===== src/rtl/serial_pattern_tx.sv =====
// Serial frame transmitter: preamble, data word MSB-first, then idle-zero gap,
// one bit per clock on a registered q line, with a load/ready handshake.
module serial_pattern_tx #(
    parameter int                 WIDTH   = 8,
    parameter int                 PRE_LEN = 4,
    parameter logic [PRE_LEN-1:0] PRE_PAT = 4'b1001,
    parameter int                 GAP     = 2
) (
    input  logic             clk,
    input  logic             reset,
    input  logic [WIDTH-1:0] din,
    input  logic             load,
    output logic             ready,
    output logic             q,
    output logic             busy,
    output logic             done
);

    localparam int MAX_LEN  = (PRE_LEN > WIDTH) ? ((PRE_LEN > GAP) ? PRE_LEN : GAP)
                                                : ((WIDTH > GAP) ? WIDTH : GAP);
    localparam int CW       = $clog2(MAX_LEN + 1);
    localparam int FW       = PRE_LEN + WIDTH;
    localparam int GAP_LAST = (GAP > 0) ? GAP - 1 : 0;

    typedef enum logic [1:0] {
        S_IDLE,
        S_PRE,
        S_DATA,
        S_GAP
    } state_t;

    state_t          state_q, state_d;
    logic [CW-1:0]   cnt_q, cnt_d;
    logic [FW-1:0]   frame_q, frame_d;
    logic            q_q, q_d;
    logic            busy_q, busy_d;
    logic            ready_q, ready_d;
    logic            done_q, done_d;

    // Preamble and data share one shift register, so q is always its MSB
    // while a frame is on the wire; the counter only measures phase lengths.
    always_comb begin
        state_d = state_q;
        cnt_d   = cnt_q;
        frame_d = frame_q;
        done_d  = 1'b0;
        case (state_q)
            S_IDLE: begin
                if (load) begin
                    state_d = S_PRE;
                    cnt_d   = '0;
                    frame_d = {PRE_PAT, din};
                end
            end
            S_PRE: begin
                frame_d = frame_q << 1;
                if (cnt_q == CW'(PRE_LEN - 1)) begin
                    state_d = S_DATA;
                    cnt_d   = '0;
                end else begin
                    cnt_d = cnt_q + 1'b1;
                end
            end
            S_DATA: begin
                frame_d = frame_q << 1;
                if (cnt_q == CW'(WIDTH - 1)) begin
                    cnt_d = '0;
                    if (GAP == 0) begin
                        state_d = S_IDLE;
                        done_d  = 1'b1;
                    end else begin
                        state_d = S_GAP;
                    end
                end else begin
                    cnt_d = cnt_q + 1'b1;
                end
            end
            S_GAP: begin
                if (cnt_q == CW'(GAP_LAST)) begin
                    state_d = S_IDLE;
                    cnt_d   = '0;
                    done_d  = 1'b1;
                end else begin
                    cnt_d = cnt_q + 1'b1;
                end
            end
            default: begin
                state_d = S_IDLE;
                cnt_d   = '0;
            end
        endcase

        // Outputs are derived from the next state so they register alongside it.
        q_d     = ((state_d == S_PRE) || (state_d == S_DATA)) ? frame_d[FW-1] : 1'b0;
        busy_d  = (state_d != S_IDLE);
        ready_d = (state_d == S_IDLE);
    end

    always_ff @(posedge clk) begin
        if (reset) begin
            state_q <= S_IDLE;
            cnt_q   <= '0;
            frame_q <= '0;
            q_q     <= 1'b0;
            busy_q  <= 1'b0;
            ready_q <= 1'b1;
            done_q  <= 1'b0;
        end else begin
            state_q <= state_d;
            cnt_q   <= cnt_d;
            frame_q <= frame_d;
            q_q     <= q_d;
            busy_q  <= busy_d;
            ready_q <= ready_d;
            done_q  <= done_d;
        end
    end

    assign q     = q_q;
    assign busy  = busy_q;
    assign ready = ready_q;
    assign done  = done_q;

endmodule


===== config.mk =====
export PLATFORM = sky130hd
export DESIGN_NAME = serial_pattern_tx
export DESIGN_NICKNAME = d
export VERILOG_FILES = /design/src/rtl/serial_pattern_tx.sv
export SDC_FILE = /design/constraint.sdc
export NUM_CORES = 1
export LEC_CHECK = 0
export CORE_ASPECT_RATIO = 0.6
export CORE_MARGIN = 8
export CORE_UTILIZATION = 30
export DETAILED_ROUTE_END_ITERATION = 16
export GPL_TIMING_DRIVEN = 0
export SETUP_SLACK_MARGIN = 0.15
export SLEW_MARGIN = 30
export SYNTH_ARGS = -nofsm -noshare
export SYNTH_HDL_FRONTEND = slang
export SYNTH_SLANG_ARGS = --single-unit

===== constraint.sdc =====
create_clock -name clk -period 3.83 [get_ports clk]
set_clock_uncertainty 0.05 [all_clocks]
set_input_delay 1.149 -clock clk [delete_from_list [all_inputs] [get_ports clk]]
set_output_delay 1.149 -clock clk [all_outputs]
set_load 0.005 [all_outputs]

==> metrics, run 1 <==
final critical-path required period=2640 ps; cell area power density=758 nW/µm²; worst reg-to-reg setup slack=1600 ps; die span in x=93.5 µm; setup TNS=0 ps; Tcrit/Tclk final=68.8%; Peak supply drop=0.299 mV; endpoints failing setup=0; CP arrival=2750 ps; Site Rows=17; vias in the first global route=906; GR peak layer=met2; DR WL/cell=12.9 µm; hold_buf cts=0; Yosys reg bits=22; maxcap violations=0; Post-Syn Nets=140; Total Routed Length=2390 µm; post-CTS setup buffers=0; Global Route Usage Sum=8.46%; CTS tree=yes; Post-Syn Area=1080 µm²; hold worst-path end=frame_q[10]$_SDFFE_PP0P_; count of cell types in the netlist=31; worst skew pair latency=260 ps; worst hold path stage count=2; Post-Synthesis Cells=120; Power Total=1.03 mW; fmax=379 MHz; RSZ-0062 raised after global routing=no; CP Launch Type=primary input; drt first pass iters=4; outcome=finished, final reports clean; DRC=0; Setup crit end kind=flip-flop; global-route wire length before repair=4070 µm; clock buffer count from CTS=3; area delta synth->final=25.0%; DP HPWL=1750 µm; clk sinks=22; antenna fix cells=0; met1 global-route usage=11.3%; R2R Path End=q$_SDFF_PP0_; crit-path max cell delay=500 ps; core area=3550 µm²; Final nets=159; I/O pin cnt=15; min-delay worst type=flip-flop to flip-flop; clock slew seen by the registers of the worst setup and hold paths=80 ps; CP max FO=6; static leakage=0.509 nW; slowest CP cell=clkdlybuf4s50_1; worst hold start=frame_q[9]$_SDFFE_PP0P_; initial core utilization=30.5%; DR iter-0 viols=61; Resize count post-CTS=0; gpl congestion=0.766; DIE HEIGHT=62.5 µm; post-route ant nets=0; Reg2Reg Depth=8; share of layout cells above drive strength 1=7.25%; Slew @ Worst Pin=475 ps; grt ovf=0; Req. time, crit path=3940 ps; via count=915; Top cell by count, worst path=a21oi_1; initial antenna violation count=0; met2 Resource Use GR=13.0%; M3 GR Usage=2.52%; Layout Utilization=38.1%; IO Port Bufs=14; Rel. slew slack=68.3%; DIE AREA=5850 µm²; CP Cell Sequence=clkdlybuf4s50_1, a21oi_1, o21ai_0, a21oi_1, ha_1, and2_1; Max Slew Vio Count=0; post-synthesis sequential area ratio=40.7%; CTS max path bufs=2; largest net degree at the start of global routing=14; Ys Warns=0; Worst Setup SP=load; Vias per Instance=4.95; Hold Fails Final Rpt=0; # H-tree levels=1; clk root buf=clkbuf_8; FF-to-FF Start=state_q[1]$_SDFF_PP0_; Syn Area/Cell=9.02 µm²; WS Path Type=primary input to flip-flop
[cell usage in the layout (no fill, tap or decap), drive strengths merged]
| master | count |
|---|---|
| a21oi | 6 |
| clkbuf | 8 |
| bufinv | 1 |
| and3 | 1 |
| a22oi | 8 |
| nor2b | 2 |
| nor2 | 16 |
| nand3 | 3 |
| nand4b | 1 |
| nand3b | 2 |
| nand2b | 2 |
| buf | 3 |
| o41ai | 1 |
| or2 | 1 |
| nand2 | 2 |
| or3b | 1 |
| o21ai | 5 |
| o22ai | 2 |
| nor3 | 3 |
| and2 | 2 |
| clkdlybuf4s50 | 14 |
| xor2 | 1 |
| dfxtp | 22 |
| a221oi | 1 |
| o21a | 1 |
| inv | 5 |
| nor3b | 2 |
| a22o | 3 |
| a211oi | 8 |
| ha | 9 |
| a41oi | 2 |
[power by group]
group	total (mW)	switching (mW)	internal (mW)	leakage [nW]
sequential	0.343	0.0453	0.298	0.181
combinational	0.466	0.275	0.191	0.293
clock	0.216	0.0760	0.140	0.0357
total	1.03	0.396	0.629	0.509
[per-layer routing]
metal | wire length, µm | vias up
li1 | - | 471
met1 | 1290 | 432
met2 | 1010 | 10
met3 | 67 | 2
met4 | 21 | 0
met5 | 0 | -
[registers in the layout (all words and copies together) (netlist names)]
signal,count
ready,1
done,1
state_q,2
q,1
cnt_q,4
busy,1
frame_q,12
[stage by stage]
stage	setup WS (ps)	instance area, µm²	hold WS [ps]	std cells
after floorplan	1690	1080	394	120
after global placement	946	1280	402	181
after detailed placement	940	1280	410	181
after CTS	1220	1350	427	185
after global routing	1080	1350	441	185
final	1190	1350	415	185
[synth_stat cells]
master / instances / share of area (%)
dfxtp_1: 22 / 41
nor2_1: 15 / 5.2
ha_1: 9 / 10
a211oi_1: 8 / 5.5
a22oi_1: 8 / 5.5
a21oi_1: 6 / 2.8
clkbuf_1: 5 / 1.7
inv_1: 5 / 1.7
o21ai_0: 5 / 2.3
a22o_1: 3 / 2.4
nand3_1: 3 / 1.4
nor3_1: 3 / 1.4
a41oi_1: 2 / 1.6
and2_1: 2 / 1.2
buf_2: 2 / 0.92
nand2_1: 2 / 0.69
nand2b_1: 2 / 1.2
nand3b_1: 2 / 1.4
nor2b_1: 2 / 1.2
nor3b_1: 2 / 1.4
o22ai_1: 2 / 1.2
a221oi_1: 1 / 0.81
and3_1: 1 / 0.58
buf_6: 1 / 1.0
nand4b_1: 1 / 0.81
nor2_2: 1 / 0.58
o21a_1: 1 / 0.69
o41ai_2: 1 / 1.5
or2_2: 1 / 0.58
or3b_1: 1 / 0.81
xor2_1: 1 / 0.81
[logic make-up after synthesis]
logic type                 Yosys count  synth area share (%)
adders and majority gates            9                  10.4
DFF                                 22                  40.7
xor gates and xnor gates             1                 0.809
and+or+nand+nor                     38                  18.3
buffers and inverters               13                  5.43
AOI/OAI and AO/OA                   37                  24.4
[how the worst max path moves through the flow]
stage	endpoint	slack, ps	depth (start not counted)
6_report	q$_SDFF_PP0_	1190	6
5_1_grt	q$_SDFF_PP0_	1080	6
4_1_cts	q$_SDFF_PP0_	1220	6
3_5_place_dp	frame_q[2]$_SDFFE_PP0P_	940	5
3_3_place_gp	q$_SDFF_PP0_	950	6
2_1_floorplan	q$_SDFF_PP0_	1690	5
[critical path, delay by kind of cell]
family	cells	cell delay, ps
AO/OA/AOI/OAI	3	680
adder cells (fa/ha/maj)	1	280
buffers and inverters	1	500
AND/OR/NAND/NOR	1	140
[final cells by class]
class	instances	area [µm²]
well taps	47	58.8
flip-flops and latches	22	440
clock inverters	1	30.0
repair buffers	14	140
inverters	5	18.8
multi-input cells	85	583
plain buffers	8	40.0
fillers	355	2200
clock buffers	3	41.3
No activity file was read; power rests on OpenSTA's default activity.
==> run 2: changes to the inputs <==
==> constraint.sdc (replaced) <==
create_clock -name clk -period 2.17 [get_ports clk]
set_clock_uncertainty 0.05 [all_clocks]
set_input_delay 0.651 -clock clk [delete_from_list [all_inputs] [get_ports clk]]
set_output_delay 0.651 -clock clk [all_outputs]
set_load 0.005 [all_outputs]
==> metrics, run 2 (synthesis results as in run 1) <==
outcome=finished, final reports clean; DRC=0 (unchanged); final critical-path required period=2050 ps; most common cell after layout, fill and taps aside=dfxtp_1; WS Path Type=flip-flop to flip-flop; Final nets=160 (+0.63%); Filler Cell Count=353 (-0.56%); post-route ant nets=0 (unchanged); static leakage=0.539 nW (+5.9%); min-delay worst type=flip-flop to flip-flop; Gate power share=48.0% (+2.5 points); Vias per Instance=5.01 (+1.2%); gpl congestion=0.766 (unchanged); cell area power density=1350 nW/µm² (+79%); initial core utilization=30.5% (unchanged); largest net degree at the start of global routing=14 (unchanged); Req. time, crit path=2280 ps (-1660 ps); # H-tree levels=1 (unchanged); area delta synth->final=31.4%; DR WL/cell=13.4 µm (+3.8%); switching portion of total power=38.6% (about the same); Global Route Usage Sum=8.48% (+0.025 points); maxcap violations=0 (unchanged); worst skew pair latency=260 ps (about the same); Max Slew Vio Count=0 (unchanged); via count=931 (+1.7%); CTS tree=yes; CP arrival=2160 ps (-590 ps); Setup WS pre-CTS=-222 ps (-1160 ps); sequential power share=32.2% (-1.3 points); Peak supply drop=0.574 mV (+92%); CP max FO=5 (-1); RSZ-0062 raised after global routing=yes; Site Rows=17 (unchanged); DIE AREA=5850 µm² (unchanged); antenna fix cells=0 (unchanged); Hold Fails Final Rpt=0 (unchanged); DIE HEIGHT=62.5 µm (unchanged); clk sinks=22 (unchanged); share of layout cells above drive strength 1=17.3% (+10 points); vias in the first global route=908 (+0.22%); internal power=1.18 mW (+88%); core area=3550 µm² (unchanged); clk root buf=clkbuf_8; Total Routed Length=2490 µm (+4.3%); clock buffer count from CTS=3 (unchanged); die span in x=93.5 µm (unchanged); DP HPWL=1750 µm (unchanged); max reg flops=12 (unchanged); Rel. slew slack=69.3% (+1.0 points); Setup crit end kind=flip-flop; global-route wire length before repair=4080 µm (+0.32%); largest registers=frame_q (12), cnt_q (4), state_q (2); final worst slack=124 ps (-1070 ps); endpoints failing setup=0 (unchanged); Power Total=1.93 mW (+88%); DR iter-0 viols=44 (-28%); CP Launch Type=flip-flop; Slew @ Worst Pin=461 ps (-14.5 ps); CTS max path bufs=2 (unchanged); initial antenna violation count=0 (unchanged); IO Port Bufs=14 (unchanged); fmax=489 MHz; P_sw=0.744 mW (+88%); most frequent cells in the layout=18 x dfxtp_1, 15 x nor2_1, 13 x clkdlybuf4s50_1; drt first pass iters=4 (unchanged); Largest Register=frame_q; clock share of power=19.8% (-1.2 points); clock slew seen by the registers of the worst setup and hold paths=80 ps (about the same); I/O pin cnt=15 (unchanged); hold_buf cts=0 (unchanged); grt ovf=0 (unchanged); Tcrit/Tclk final=94.3%
==> run 2: final timing paths <==
| path | from | slack (ps) | cells past startpoint | endpoint |
|---|---|---|---|---|
| setup / recovery | cnt_q[0]$_SDFFE_PP0P_ | 120 | 6 | q$_SDFF_PP0_ |
| hold / removal | frame_q[9]$_SDFFE_PP0P_ | 410 | 2 | frame_q[10]$_SDFFE_PP0P_ |
| setup reg to reg | cnt_q[0]$_SDFFE_PP0P_ | 120 | 6 | q$_SDFF_PP0_ |
| hold reg to reg | frame_q[9]$_SDFFE_PP0P_ | 410 | 2 | frame_q[10]$_SDFFE_PP0P_ |
==> run 2: final cells by class <==
| cell class | instances | area (µm²) | share of cell area [%] |
|---|---|---|---|
| clock inverters | 1 | 30.0 | 2.11 |
| repair buffers | 15 | 150 | 10.6 |
| multi-input cells | 85 | 632 | 44.4 |
| inverters | 5 | 18.8 | 1.32 |
| clock buffers | 3 | 41.3 | 2.90 |
| flip-flops and latches | 22 | 448 | 31.5 |
| plain buffers | 8 | 43.8 | 3.08 |
| well taps | 47 | 58.8 | 4.13 |
==> run 2: timing repair <==
action,CTS,global route
endpoints found under the setup margin,13,13
pin swaps,1,2
gates resized for setup,5,15
setup buffers,0,1
==> run 2: through the flow <==
step / setup TNS (ps) / instances / area [µm²] / hold slack (ps) / util (%)
2_1_floorplan: 0 / 120 / 1080 / 394 / -
3_3_place_gp: -2090 / 181 / 1280 / 402 / 36.1
3_5_place_dp: -2200 / 181 / 1280 / 410 / 36.1
4_1_cts: 0 / 185 / 1370 / 427 / 38.6
5_1_grt: 0 / 186 / 1420 / 440 / 40.0
6_report: 0 / 186 / 1420 / 412 / 40.0
==> run 2: power groups by stage <==
| stage | Combinational [mW] | Sequential (mW) | Clock [mW] |
|---|---|---|---|
| floorplan | 0.600 | 0.596 | 0 |
| global placement | 0.795 | 0.606 | 0 |
| detailed placement | 0.814 | 0.611 | 0 |
| CTS | 0.872 | 0.606 | 0.390 |
| global route | 1.04 | 0.634 | 0.410 |
| finish | 0.925 | 0.620 | 0.382 |
==> run 2: critical path, stage by stage, from the launching register on <==
cell and delay, ps:
dfxtp_4 390, ha_4 130, or3b_4 380, and3_4 200
o41ai_4 370, ha_1 290, and2_4 130
==> run 2: routing by layer <==
metal  vias up  GRT usage [%]  wire length [µm]
met2        12           12.9              1080
li1        474              -                 -
met5         -              0                 0
met3         4           2.52                59
met1       441           11.5              1310
met4         0           1.77                41
==> run 3: changes to the inputs <==
--- a/config.mk
+++ b/config.mk
@@ -6,7 +6,6 @@
 export NUM_CORES = 1
 export LEC_CHECK = 0
 export CORE_ASPECT_RATIO = 0.6
-export CORE_MARGIN = 8
 export CORE_UTILIZATION = 30
 export DETAILED_ROUTE_END_ITERATION = 16
 export GPL_TIMING_DRIVEN = 0
==> metrics, run 3 (synthesis results as in run 1) <==
CTS max path bufs=2 (unchanged); max reg flops=12 (unchanged); FF-to-FF Start=cnt_q[1]$_SDFFE_PP0P_; DR WL/cell=13.2 µm (-1.0%); Slew @ Worst Pin=512 ps (+50.9 ps); largest net degree at the start of global routing=13 (-1); WS Path Type=flip-flop to flip-flop; clock slew seen by the registers of the worst setup and hold paths=80 ps (about the same); worst skew pair latency=270 ps (about the same); # H-tree levels=1 (unchanged); fmax=489 MHz (+0.13%); Site Rows=16 (-1); Largest Register=frame_q; worst hold path stage count=2 (unchanged); Max Slew Vio Count=0 (unchanged); global-route wire length before repair=4150 µm (+1.5%); Layout Utilization=41.6% (+1.5 points); Req. time, crit path=2290 ps (about the same); area delta synth->final=28.4%; worst reg-to-reg setup slack=130 ps (about the same); I/O pin cnt=15 (unchanged); final worst slack=127 ps (+2.75 ps); hold_buf cts=0 (unchanged); largest registers=frame_q (12), cnt_q (4), state_q (2); Final nets=159 (-0.63%); post-route ant nets=0 (unchanged); Tcrit/Tclk final=94.2% (-0.13 points); via count=937 (+0.64%); die span in x=79.5 µm (-15%); Filler Cell Count=328 (-7.1%); R2R Path End=q$_SDFF_PP0_; IO Port Bufs=14 (unchanged); Setup crit end kind=flip-flop; grt ovf=0 (unchanged); CP arrival=2160 ps (about the same); DIE AREA=3860 µm² (-34%); core area=3340 µm² (-5.9%); Design Area, Final=1390 µm² (-2.3%); DIE HEIGHT=48.5 µm (-22%); final critical-path required period=2040 ps (-2.75 ps); CP max FO=4 (-1); min-delay worst type=flip-flop to flip-flop; outcome=finished, final reports clean; Reg2Reg Depth=7 (+1); clk root buf=clkbuf_8; DR iter-0 viols=38 (-14%); share of layout cells above drive strength 1=15.9% (-1.3 points); RSZ-0062 raised after global routing=yes; vias in the first global route=860 (-5.3%); most common cell after layout, fill and taps aside=dfxtp_1; Rel. slew slack=65.9% (-3.4 points); DRC=0 (unchanged); maxcap violations=0 (unchanged); clk sinks=22 (unchanged); antenna fix cells=0 (unchanged); CTS tree=yes; static leakage=0.525 nW (-2.6%); initial core utilization=32.4% (+1.9 points); gpl congestion=0.786 (+2.6%); post-CTS setup buffers=0 (unchanged); Hold Fails Final Rpt=0 (unchanged); Post-DP Area=1280 µm² (-0.20%); drt first pass iters=5 (+1); Global Route Usage Sum=13.9% (+5.4 points); DP HPWL=1700 µm (-2.9%); Total Routed Length=2420 µm (-2.6%); endpoints failing setup=0 (unchanged); most frequent cells in the layout=18 x dfxtp_1, 15 x nor2_1, 13 x clkdlybuf4s50_1; hold worst-path end=frame_q[9]$_SDFFE_PP0P_; Peak supply drop=0.427 mV (-26%); Vias per Instance=5.12 (+2.3%); initial antenna violation count=0 (unchanged); clock buffer count from CTS=3 (unchanged); worst hold start=frame_q[9]$_SDFFE_PP0P_; Setup WS pre-CTS=-231 ps (-8.93 ps); cell area power density=1330 nW/µm² (-1.4%); CP Launch Type=flip-flop
## run 3: cell types whose count changed in the layout (fill, tap and decap cells not counted), sizes merged
cell    previous run  this run
bufinv             1         0
## run 3: power breakdown
group	internal, mW	switching [mW]
logic	0.405	0.529
clock network	0.162	0.142
registers	0.534	0.0842
## run 3: worst max-delay path: stages, from the launching register on
cell and delay [ps]:
dfxtp_2 340, inv_2 60, ha_4 120, or3b_4 370, and3_4 200, o41ai_4 340
ha_1 320, and2_4 140
## run 3: per-stage QoR
| step | power, mW | instances | hold WS (ps) | setup TNS (ps) |
|---|---|---|---|---|
| after floorplan | 1.20 | 120 | 394 | 0 |
| after global placement | 1.43 | 179 | 411 | -2220 |
| after detailed placement | 1.45 | 179 | 417 | -2270 |
| after CTS | 1.82 | 183 | 430 | 0 |
| after global routing | 2.02 | 183 | 453 | 0 |
| final | 1.86 | 183 | 428 | 0 |
## run 3: how the worst max path moves through the flow
stage	startpoint	to	slack [ps]	depth (start not counted)
4_1_cts	cnt_q[1]$_SDFFE_PP0P_	q$_SDFF_PP0_	120	7
2_1_floorplan	cnt_q[0]$_SDFFE_PP0P_	q$_SDFF_PP0_	200	6
3_5_place_dp	load	frame_q[6]$_SDFFE_PP0P_	-230	5
3_3_place_gp	load	frame_q[10]$_SDFFE_PP0P_	-210	6
5_1_grt	cnt_q[1]$_SDFFE_PP0P_	q$_SDFF_PP0_	40	7
6_report	cnt_q[1]$_SDFFE_PP0P_	q$_SDFF_PP0_	130	7
## run 3: layout make-up
class | instances | area, µm² | area share (%)
buffer | 8 | 41.3 | 2.97
timing repair buffer | 14 | 143 | 10.3
inverter | 5 | 18.8 | 1.35
clock buffer | 4 | 55.1 | 3.96
multi-input combinational | 85 | 628 | 45.2
sequential | 22 | 448 | 32.2
tap | 45 | 56.3 | 4.05
## run 3: what timing repair did
item,CTS,global route
pin swaps,3,2
endpoints found under the setup margin,13,5
cloned,0,0
gates resized for setup,9,9
## run 3: routing by layer
metal  global-route usage [%]  up-vias  routed length, µm
met5                        0        -                  0
met1                     20.8      447               1340
met3                     3.96        2                 72
met4                     5.45        0                 34
met2                     18.2       13                978
li1                         -      475                  -
